### src/rtl/mdu_pkg.sv
// mdu_pkg: shared opcodes, FSM states and datapath width for the HI/LO multiply/divide unit
package mdu_pkg;
   localparam int MDU_W = 32;
   localparam logic [3:0] MDU_NOP   = 4'd0;
   localparam logic [3:0] MDU_MULT  = 4'd1;
   localparam logic [3:0] MDU_MULTU = 4'd2;
   localparam logic [3:0] MDU_DIV   = 4'd3;
   localparam logic [3:0] MDU_DIVU  = 4'd4;
   localparam logic [3:0] MDU_MTHI  = 4'd5;
   localparam logic [3:0] MDU_MTLO  = 4'd6;
   localparam logic [3:0] MDU_MADD  = 4'd7;
   localparam logic [3:0] MDU_MADDU = 4'd8;
   localparam logic [3:0] MDU_MSUB  = 4'd9;
   localparam logic [3:0] MDU_MSUBU = 4'd10;
   typedef enum logic [1:0] {ST_IDLE, ST_MUL, ST_DIV, ST_SIGN} mdu_state_e;
endpackage

### src/rtl/mdu_div_core.sv
// mdu_div_core: iterative restoring divider on unsigned magnitudes, one quotient bit per cycle
module mdu_div_core
   import mdu_pkg::*;
#(
   parameter int DIV_ITER = 32
) (
   input  logic             clk,
   input  logic             rst,
   input  logic             start_i,
   input  logic             abort_i,
   input  logic [MDU_W-1:0] dividend_i,
   input  logic [MDU_W-1:0] divisor_i,
   output logic             done_o,
   output logic [MDU_W-1:0] quo_o,
   output logic [MDU_W-1:0] rem_o
);
   logic             run_q;
   logic [5:0]       cnt_q;
   logic [MDU_W-1:0] rem_q, quo_q, div_q;
   logic [MDU_W:0]   shf, dif;
   assign shf    = {rem_q, quo_q[MDU_W-1]};
   assign dif    = shf - {1'b0, div_q};
   assign done_o = run_q && cnt_q == 6'(DIV_ITER - 1);
   assign quo_o  = quo_q;
   assign rem_o  = rem_q;
   always_ff @(posedge clk) begin
      if (rst) begin
         run_q <= 1'b0;
         cnt_q <= '0;
         rem_q <= '0;
         quo_q <= '0;
         div_q <= '0;
      end else if (abort_i) begin
         run_q <= 1'b0;
      end else if (start_i) begin
         run_q <= 1'b1;
         cnt_q <= '0;
         rem_q <= '0;
         quo_q <= dividend_i;
         div_q <= divisor_i;
      end else if (run_q) begin
         rem_q <= dif[MDU_W] ? shf[MDU_W-1:0] : dif[MDU_W-1:0];
         quo_q <= {quo_q[MDU_W-2:0], ~dif[MDU_W]};
         cnt_q <= cnt_q + 6'd1;
         run_q <= !done_o;
      end
   end
endmodule

### src/rtl/mdu_hilo.sv
// mdu_hilo: multi-cycle multiply/divide unit owning HI/LO; define MDU_MADD_EN for MADD/MADDU/MSUB/MSUBU
module mdu_hilo
   import mdu_pkg::*;
#(
   parameter int MUL_LAT  = 2,
   parameter int DIV_ITER = 32
) (
   input  logic             clk,
   input  logic             rst,
   input  logic             start,
   input  logic [3:0]       op,
   input  logic [MDU_W-1:0] rs_data,
   input  logic [MDU_W-1:0] rt_data,
   input  logic             flush,
   input  logic             rhl_sel,
   output logic             busy,
   output logic [MDU_W-1:0] RHLOut,
   output logic [MDU_W-1:0] hi,
   output logic [MDU_W-1:0] lo
);
   mdu_state_e         state_q;
   logic [2:0]         cnt_q;
   logic [MDU_W:0]     ma_q, mb_q;
   logic               q_neg_q, r_neg_q;
   logic [MDU_W-1:0]   hi_q, lo_q, abs_rs, abs_rt, quo, rem;
   logic [2*MDU_W-1:0] prod, mul_res;
   logic               go, op_mul, op_acc, op_div, op_sgn, div_done;
   assign go     = start && !flush && state_q == ST_IDLE;
   assign op_mul = op == MDU_MULT || op == MDU_MULTU;
   assign op_div = op == MDU_DIV || op == MDU_DIVU;
   assign op_sgn = op == MDU_MULT || op == MDU_DIV || op == MDU_MADD || op == MDU_MSUB;
   assign abs_rs = (op_sgn && rs_data[MDU_W-1]) ? -rs_data : rs_data;
   assign abs_rt = (op_sgn && rt_data[MDU_W-1]) ? -rt_data : rt_data;
   assign prod   = 64'($signed(ma_q)) * 64'($signed(mb_q));
   assign busy   = state_q != ST_IDLE;
   assign hi     = hi_q;
   assign lo     = lo_q;
   assign RHLOut = rhl_sel ? hi_q : lo_q;
`ifdef MDU_MADD_EN
   logic acc_q, sub_q;
   assign op_acc  = op == MDU_MADD || op == MDU_MADDU || op == MDU_MSUB || op == MDU_MSUBU;
   assign mul_res = !acc_q ? prod : sub_q ? {hi_q, lo_q} - prod : {hi_q, lo_q} + prod;
   always_ff @(posedge clk) begin
      if (rst) begin
         acc_q <= 1'b0;
         sub_q <= 1'b0;
      end else if (go) begin
         acc_q <= op_acc;
         sub_q <= op == MDU_MSUB || op == MDU_MSUBU;
      end
   end
`else
   assign op_acc  = 1'b0;
   assign mul_res = prod;
`endif
   mdu_div_core #(.DIV_ITER(DIV_ITER)) u_div (
      .clk(clk), .rst(rst), .start_i(go && op_div), .abort_i(flush),
      .dividend_i(abs_rs), .divisor_i(abs_rt),
      .done_o(div_done), .quo_o(quo), .rem_o(rem)
   );
   // flush sits above the FSM so an in-flight result can never reach HI/LO
   always_ff @(posedge clk) begin
      if (rst) begin
         state_q <= ST_IDLE;
         cnt_q   <= '0;
         ma_q    <= '0;
         mb_q    <= '0;
         q_neg_q <= 1'b0;
         r_neg_q <= 1'b0;
         hi_q    <= '0;
         lo_q    <= '0;
      end else if (flush) begin
         state_q <= ST_IDLE;
         cnt_q   <= '0;
      end else begin
         case (state_q)
            ST_IDLE: if (start) begin
               if (op_mul || op_acc) begin
                  state_q <= ST_MUL;
                  cnt_q   <= op_acc ? 3'(MUL_LAT) : 3'(MUL_LAT - 1);
                  ma_q    <= {op_sgn & rs_data[MDU_W-1], rs_data};
                  mb_q    <= {op_sgn & rt_data[MDU_W-1], rt_data};
               end else if (op_div) begin
                  state_q <= ST_DIV;
                  q_neg_q <= op_sgn & (rs_data[MDU_W-1] ^ rt_data[MDU_W-1]);
                  r_neg_q <= op_sgn & rs_data[MDU_W-1];
               end else if (op == MDU_MTHI) begin
                  hi_q <= rs_data;
               end else if (op == MDU_MTLO) begin
                  lo_q <= rs_data;
               end
            end
            ST_MUL: if (cnt_q == 3'd0) begin
               {hi_q, lo_q} <= mul_res;
               state_q      <= ST_IDLE;
            end else begin
               cnt_q <= cnt_q - 3'd1;
            end
            ST_DIV: if (div_done) state_q <= ST_SIGN;
            ST_SIGN: begin
               lo_q    <= q_neg_q ? -quo : quo;
               hi_q    <= r_neg_q ? -rem : rem;
               state_q <= ST_IDLE;
            end
            default: state_q <= ST_IDLE;
         endcase
      end
   end
endmodule

### config.mk
export PLATFORM = sky130hd
export DESIGN_NAME = mdu_hilo
export DESIGN_NICKNAME = d
export VERILOG_FILES = /design/src/rtl/mdu_pkg.sv /design/src/rtl/mdu_div_core.sv /design/src/rtl/mdu_hilo.sv
export SDC_FILE = /design/constraint.sdc
export NUM_CORES = 2
export LEC_CHECK = 0
export ABC_AREA = 0
export BUFFER_PORTS_ARGS = -buffer_cell sky130_fd_sc_hd__buf_2
export CAP_MARGIN = 10
export CORE_MARGIN = 10
export CORE_UTILIZATION = 45
export DETAILED_ROUTE_END_ITERATION = 7
export HOLD_SLACK_MARGIN = 0.05
export SLEW_MARGIN = 5
export SYNTH_ARGS = -nofsm -noshare
export SYNTH_HDL_FRONTEND = slang
export SYNTH_SLANG_ARGS = --single-unit
### constraint.sdc
create_clock -name clk -period 21.4 [get_ports clk]
set_clock_uncertainty 0.15 [all_clocks]
set_input_delay 4.28 -clock clk [delete_from_list [all_inputs] [get_ports clk]]
set_output_delay 4.28 -clock clk [all_outputs]
set_load 0.01 [all_outputs]
=== After elaboration in Yosys (flattened, before gate mapping) ===
Index checks and enable logic that the tools add are counted.

* $add $sub $neg: 7
* Bitwise gates (word level): 7
* Reduce and logical (&&, ||, !) cells: 28
* Multiplexer cells: 37
* Equality and inequality tests: 23
* $mul: 1

{| class="wikitable"
|+ Operators with widths
! operator !! number
|-
| two-way mux 32 bit || 21
|-
| case mux 32 bit (3 select lines) || 2
|-
| negator 32 bit || 4
|-
| multiplier 33 x 33 -> 64 bit || 1
|-
| subtractor 33 x 32 -> 33 bit || 1
|-
| equality test 4 x 3 -> 1 bit, second input constant || 4
|-
| inequality test 2 bit, second input constant || 7
|-
| two-way mux 6 bit || 2
|-
| AND reduction 4 bit || 3
|-
| two-way mux 2 bit || 5
|-
| two-way mux 3 bit || 3
|-
| equality test 4 x 2 -> 1 bit, second input constant || 2
|-
| case mux 2 bit (4 select lines) || 1
|-
| AND reduction 8 bit || 1
|-
| AND reduction 7 bit || 1
|-
| adder 6 x 1 -> 6 bit, second input constant || 1
|-
| equality test 6 x 5 -> 1 bit, second input constant || 1
|-
| logical AND 1 bit || 6
|-
| inequality test 2 x 1 -> 1 bit, second input constant || 3
|-
| case mux 3 bit (2 select lines) || 1
|-
| nonzero test 2 bit || 3
|-
| logical OR 1 bit || 5
|-
| AND reduction 5 bit || 1
|-
| equality test 2 bit, second input constant || 2
|-
| other kinds (15) || 22
|}

* Register bits after elaboration: 240
* Output and inout port bits: 97
* Word-level logic and storage cells: 116

=== Longest topological paths before layout ===
* Depth after elaboration: 7
* Mapped depth: 30
* Depth with buffers taken out: 28

=== Cells and area by module ===
Synthesis repeated with hierarchy kept, for this count alone.

* Cells, all modules: 6119
* Area total of the unflattened synthesis: 53218.5 µm²

{| class="wikitable"
|+ Modules (own cells, without submodules)
! module !! cells each !! area an instance (µm²) !! times used !! sequential area each (µm²)
|-
| mdu_hilo || 5390 || 47242.8 || 1 || 2742.6
|-
| mdu_div_core || 729 || 5975.7 || 1 || 2062.0
|}

=== Worst setup path before layout ===
No wires, ideal clock.

* Kind: input to output
* Start point: in rhl_sel
* End point: out RHLOut[10]
* Stages on the path: 3
* Path buffers: 2
* Path slack: 11.776 ns
* Data arrival time: 5.194 ns
* Cells stage by stage: clkbuf_1 > buf_1 > mux2_2

* Cells in the longest elaborated chain, start to end: 1

{| class="wikitable"
|+ RTL lines
! item !! RTL line !! text
|-
| from (decl) || mdu_hilo.sv:15 || <nowiki>input logic rhl_sel,</nowiki>
|-
| two-way mux 32 bit || mdu_hilo.sv:38 || <nowiki>assign RHLOut = rhl_sel ? hi_q : lo_q;</nowiki>
|-
| to (decl) || mdu_hilo.sv:17 || <nowiki>output logic [MDU_W-1:0] RHLOut,</nowiki>
|}

Every way passes these cells.

=== Worst setup path in the final report ===
* Start point: in rhl_sel
* End point: out RHLOut[5]

Same word-level chain as after synthesis.

==> flow_summary.html <==
<table>
<tr><th>Metric</th><th>Value</th></tr>
<tr><th colspan="2">Routing</th></tr>
<tr><td>Wire length on met1</td><td>63.9 mm</td></tr>
<tr><td>Detailed-routing iteration count for the pre-antenna-repair pass</td><td>6</td></tr>
<tr><td>Total via count after detailed routing</td><td>41200</td></tr>
<tr><td>Wire length on met2</td><td>79.4 mm</td></tr>
<tr><td>DRC</td><td>0</td></tr>
<tr><td>Top routing layer in use</td><td>met4</td></tr>
<tr><td>Antenna violation net count after detailed routing</td><td>0</td></tr>
<tr><td>Routed wire length on met3</td><td>8.65 mm</td></tr>
<tr><td>Detailed-route wire length per cell</td><td>21.0 microns</td></tr>
<tr><td>Final Routed Wirelength</td><td>158 mm</td></tr>
<tr><td>DR vias/cell</td><td>5.45</td></tr>
<tr><td>Initial DRC count</td><td>2945</td></tr>
<tr><th colspan="2">Timing</th></tr>
<tr><td>Final worst-path cycle share</td><td>0.465</td></tr>
<tr><td>Transition time of the tightest slew-check pin</td><td>1.12 ns</td></tr>
<tr><td>Post-route minimum period</td><td>9.94 ns</td></tr>
<tr><td># setup viols final</td><td>0</td></tr>
<tr><td>RSZ-0062 raised after global routing</td><td>false</td></tr>
<tr><td>Setup TNS</td><td>0 ns</td></tr>
<tr><td>Count of pins over their slew limit</td><td>0</td></tr>
<tr><td>Final worst-path setup slack</td><td>11.46 ns</td></tr>
<tr><td>Maximum clock frequency</td><td>101 MHz</td></tr>
<tr><td>Endpoints failing hold</td><td>0</td></tr>
<tr><td>Worst max-slew margin expressed relative to the limit</td><td>0.254</td></tr>
<tr><th colspan="2">Logic synthesis</th></tr>
<tr><td>Synth Warn #</td><td>0</td></tr>
<tr><td>Commonest cells in the synthesized netlist</td><td>inv_1 (1183), fa_1 (1126), nand2_1 (872), and2_1 (540), clkbuf_1 (337)</td></tr>
<tr><td>Number of library cell types mapped by synthesis</td><td>80</td></tr>
<tr><td>Average cell area after synthesis</td><td>8.67 sq um</td></tr>
<tr><td>Post-synthesis instance total</td><td>6080</td></tr>
<tr><td>Main synth FF type</td><td>dfxtp_1</td></tr>
<tr><td>Cell with the most instances after synthesis</td><td>inv_1</td></tr>
<tr><td>Ranking of synthesized cells by area</td><td>fa_1 (43%), dfxtp_1 (9.1%), inv_1 (8.4%), and2_1 (6.4%), nand2_1 (6.2%)</td></tr>
<tr><td>Number of enable flip-flop cells after synthesis</td><td>0</td></tr>
<tr><td>Cell type with the highest aggregate area in the netlist</td><td>fa_1</td></tr>
<tr><td>Count of state elements after synthesis</td><td>240</td></tr>
<tr><td>Netlist Area Pre-Place</td><td>0.0527 sq mm</td></tr>
<tr><td>Share of Yosys cell area claimed by the top area cell type</td><td>0.428</td></tr>
<tr><td>Part of the Yosys area used for sequential elements</td><td>0.0912</td></tr>
<tr><td>FFs w/ async S/R, synth</td><td>0</td></tr>
<tr><td>Syn nets</td><td>7530</td></tr>
<tr><th colspan="2">Floorplan</th></tr>
<tr><td>Starting utilization of the core area</td><td>0.453</td></tr>
<tr><td>Core footprint</td><td>0.116 sq mm</td></tr>
<tr><td>Die Ht</td><td>362 microns</td></tr>
<tr><td>Die area</td><td>0.131 sq mm</td></tr>
<tr><td>Rows</td><td>125</td></tr>
<tr><td>Die span in x</td><td>362 microns</td></tr>
<tr><td>I/O pins</td><td>170</td></tr>
<tr><th colspan="2">CTS</th></tr>
<tr><td>Maximum root-to-sink buffer count</td><td>3</td></tr>
<tr><td>Number of setup buffers added after CTS</td><td>0</td></tr>
<tr><td>Sink Count</td><td>240</td></tr>
<tr><td>Root Driver</td><td>clkbuf_16</td></tr>
<tr><td>H-tree Lvls</td><td>1</td></tr>
<tr><td>Inserted Clock Buffers</td><td>29</td></tr>
<tr><td>Resize count post-CTS</td><td>0</td></tr>
<tr><td>Worst-Skew Late Latency</td><td>0.58 ns</td></tr>
<tr><td>Hold Buf Count CTS</td><td>0</td></tr>
<tr><td>CTS tree</td><td>done</td></tr>
<tr><td>Reg clk slew, reported paths</td><td>0.06 ns</td></tr>
<tr><th colspan="2">Setup path</th></tr>
<tr><td>Crit Reg-Reg Endpoint</td><td>hi[31]</td></tr>
<tr><td>Data arrival time of the worst path</td><td>5.51 ns</td></tr>
<tr><td>Internal reg-to-reg setup slack</td><td>12.28 ns</td></tr>
<tr><td>Kind of start point of the critical path</td><td>primary input</td></tr>
<tr><td>Origin of the critical flop-to-flop path</td><td>mb_q[0]</td></tr>
<tr><td>Class of the most critical setup path</td><td>primary input to output pin</td></tr>
<tr><td>Path depth of the worst reg2reg path</td><td>23</td></tr>
<tr><td>Library cell appearing most often on the critical path</td><td>buf_2</td></tr>
<tr><td>Endpoint kind of the worst setup timing path</td><td>output pin</td></tr>
<tr><td>Cell-by-cell listing of the critical path</td><td>buf_2 -&gt; mux2_2 -&gt; buf_2</td></tr>
<tr><td>Required time at the endpoint of the critical path</td><td>16.97 ns</td></tr>
<tr><td>Top fanout value on the critical path</td><td>32</td></tr>
<tr><td>Max incr delay on CP</td><td>0.64 ns</td></tr>
<tr><td>Slowest cell on the critical path</td><td>buf_2</td></tr>
<tr><th colspan="2">Layout</th></tr>
<tr><td>Area growth from synthesis to layout</td><td>5.95%</td></tr>
<tr><td>Fraction of final layout cells with drive strength greater than 1</td><td>0.0635</td></tr>
<tr><td>Net total in the final layout</td><td>7458</td></tr>
<tr><td>Number of inserted filler cells in the final layout</td><td>11400</td></tr>
<tr><th colspan="2">Global routing</th></tr>
<tr><td>Number of global-route vias before repair</td><td>43400</td></tr>
<tr><td>Total overflow reported by the global router</td><td>0</td></tr>
<tr><td>First-pass GRT wire length</td><td>252 mm</td></tr>
<tr><td>Number of antenna violations at the first check in global routing</td><td>9</td></tr>
<tr><td>Largest net degree at the start of global routing</td><td>97</td></tr>
<tr><td>GRT Resource Usage Total</td><td>0.244</td></tr>
<tr><th colspan="2">Placement</th></tr>
<tr><td>Post-DP HPWL</td><td>125 mm</td></tr>
<tr><td>Final weighted congestion of routability-driven global placement</td><td>0.946</td></tr>
<tr><td>Quantity of I/O buffers inserted on ports</td><td>169</td></tr>
<tr><td>Pre-CTS setup slack</td><td>11.46 ns</td></tr>
<tr><th colspan="2">Min path</th></tr>
<tr><td>Number of instances on the worst hold path</td><td>2</td></tr>
<tr><td>Endpoint with the worst hold slack</td><td>u_div.div_q[24]</td></tr>
<tr><td>Hold Crit Class</td><td>flop to flop</td></tr>
<tr><td>Hold Path Origin</td><td>u_div.div_q[24]</td></tr>
<tr><th colspan="2">Pwr</th></tr>
<tr><td>Power per cell area</td><td>21.8 mW/mm^2</td></tr>
<tr><td>Leakage power total</td><td>27.4 nW</td></tr>
<tr><td>Maximum ir drop on the vdd rail</td><td>0.0732 mV</td></tr>
<tr><th colspan="2">Flow run</th></tr>
<tr><td>Number of maximum-capacitance violations</td><td>0</td></tr>
<tr><th colspan="2">Run status</th></tr>
<tr><td>Status</td><td>finished, final reports clean</td></tr>
</table>
==> layout make-up <==
class                   instances  area, sq um  share of cell area
diodes                          7         17.5            0.000314
clock buffers                  34          785              0.0141
clock inverters                19          236             0.00424
inverters                    1183         4440              0.0795
multi-input cells            4301        42100               0.755
flip-flops and latches        240         4810              0.0862
well taps                    1524         1910              0.0342
repair buffers                253         1480              0.0266
==> layer usage <==
metal | vias to the layer above | global-route usage
met1 | 21300 | 0.311
met2 | 1300 | 0.430
met3 | 321 | 0.0235
met5 | - | 0
li1 | 18300 | -
met4 | 0 | 0.0832
==> critical path: cells and delay by family <==
| kind | cells | cell delay (ns) |
|---|---|---|
| mux | 1 | 0.42 |
| buf+inv | 2 | 0.78 |
==> sequential cells by signal, summed over array words and instances, names as in the netlist, 2 cells and up <==
name and cells:
state_q 2, mb_q 33, cnt_q 3, u_div.cnt_q 6, ma_q 33, u_div.rem_o 32
u_div.quo_o 32, u_div.div_q 32, lo 32, hi 32
==> per-stage QoR <==
stage	hold slack (ns)	instances	area [sq um]	power, W	util
after floorplan	0.282	6080	52700	0.000613	-
after global placement	0.290	7501	54800	0.000684	0.471
after detailed placement	0.298	7501	54800	0.000686	0.471
after CTS	0.306	7554	55800	0.00122	0.480
after global routing	0.323	7559	55800	0.00126	0.480
final	0.305	7561	55800	0.00122	0.480
==> worst max path at each step <==
stage,startpoint,end,slack [ns],cells past startpoint
floorplan,rhl_sel,RHLOut[10],11.78,3
global placement,rhl_sel,RHLOut[2],11.52,3
detailed placement,rhl_sel,RHLOut[5],11.46,3
CTS,rhl_sel,RHLOut[5],11.45,3
global route,rhl_sel,RHLOut[5],11.41,3
finish,rhl_sel,RHLOut[5],11.46,3
==> kinds of logic (layout without fill, tap and decap cells) <==
group / after synthesis / in the layout / share of synthesized area
compound gates: 734 / 734 / 0.0878
xor+xnor: 224 / 224 / 0.0372
fa+ha+maj: 1377 / 1377 / 0.487
buf+inv: 1539 / 1489 / 0.110
flops: 240 / 240 / 0.0912
mux: 66 / 66 / 0.0133
other cells: 0 / 7 / 0
simple gates: 1900 / 1900 / 0.173
==> cell usage in the layout, fill, tap and decap left out, drive strengths merged, types with 34 or more instances in the layout <==
cell	netlist	layout
clkbuf	338	34
nor3	53	53
buf	18	253
nand2	874	874
o211ai	34	34
nor2b	42	42
and2	542	542
o21ai	140	140
a21o	36	36
ha	251	251
fa	1126	1126
nor2	227	227
xnor2	137	137
a311oi	37	37
a211oi	61	61
inv	1183	1184
a21oi	269	269
xor2	87	87
dfxtp	240	240
==> power by group <==
group	total (W)	internal, W	switching [W]
logic	0.000214	0.0000764	0.000138
registers	0.000465	0.000454	0.0000107
clock network	0.000540	0.000322	0.000218
total	0.00122	0.000853	0.000367
(Power assumes the default switching activity.)
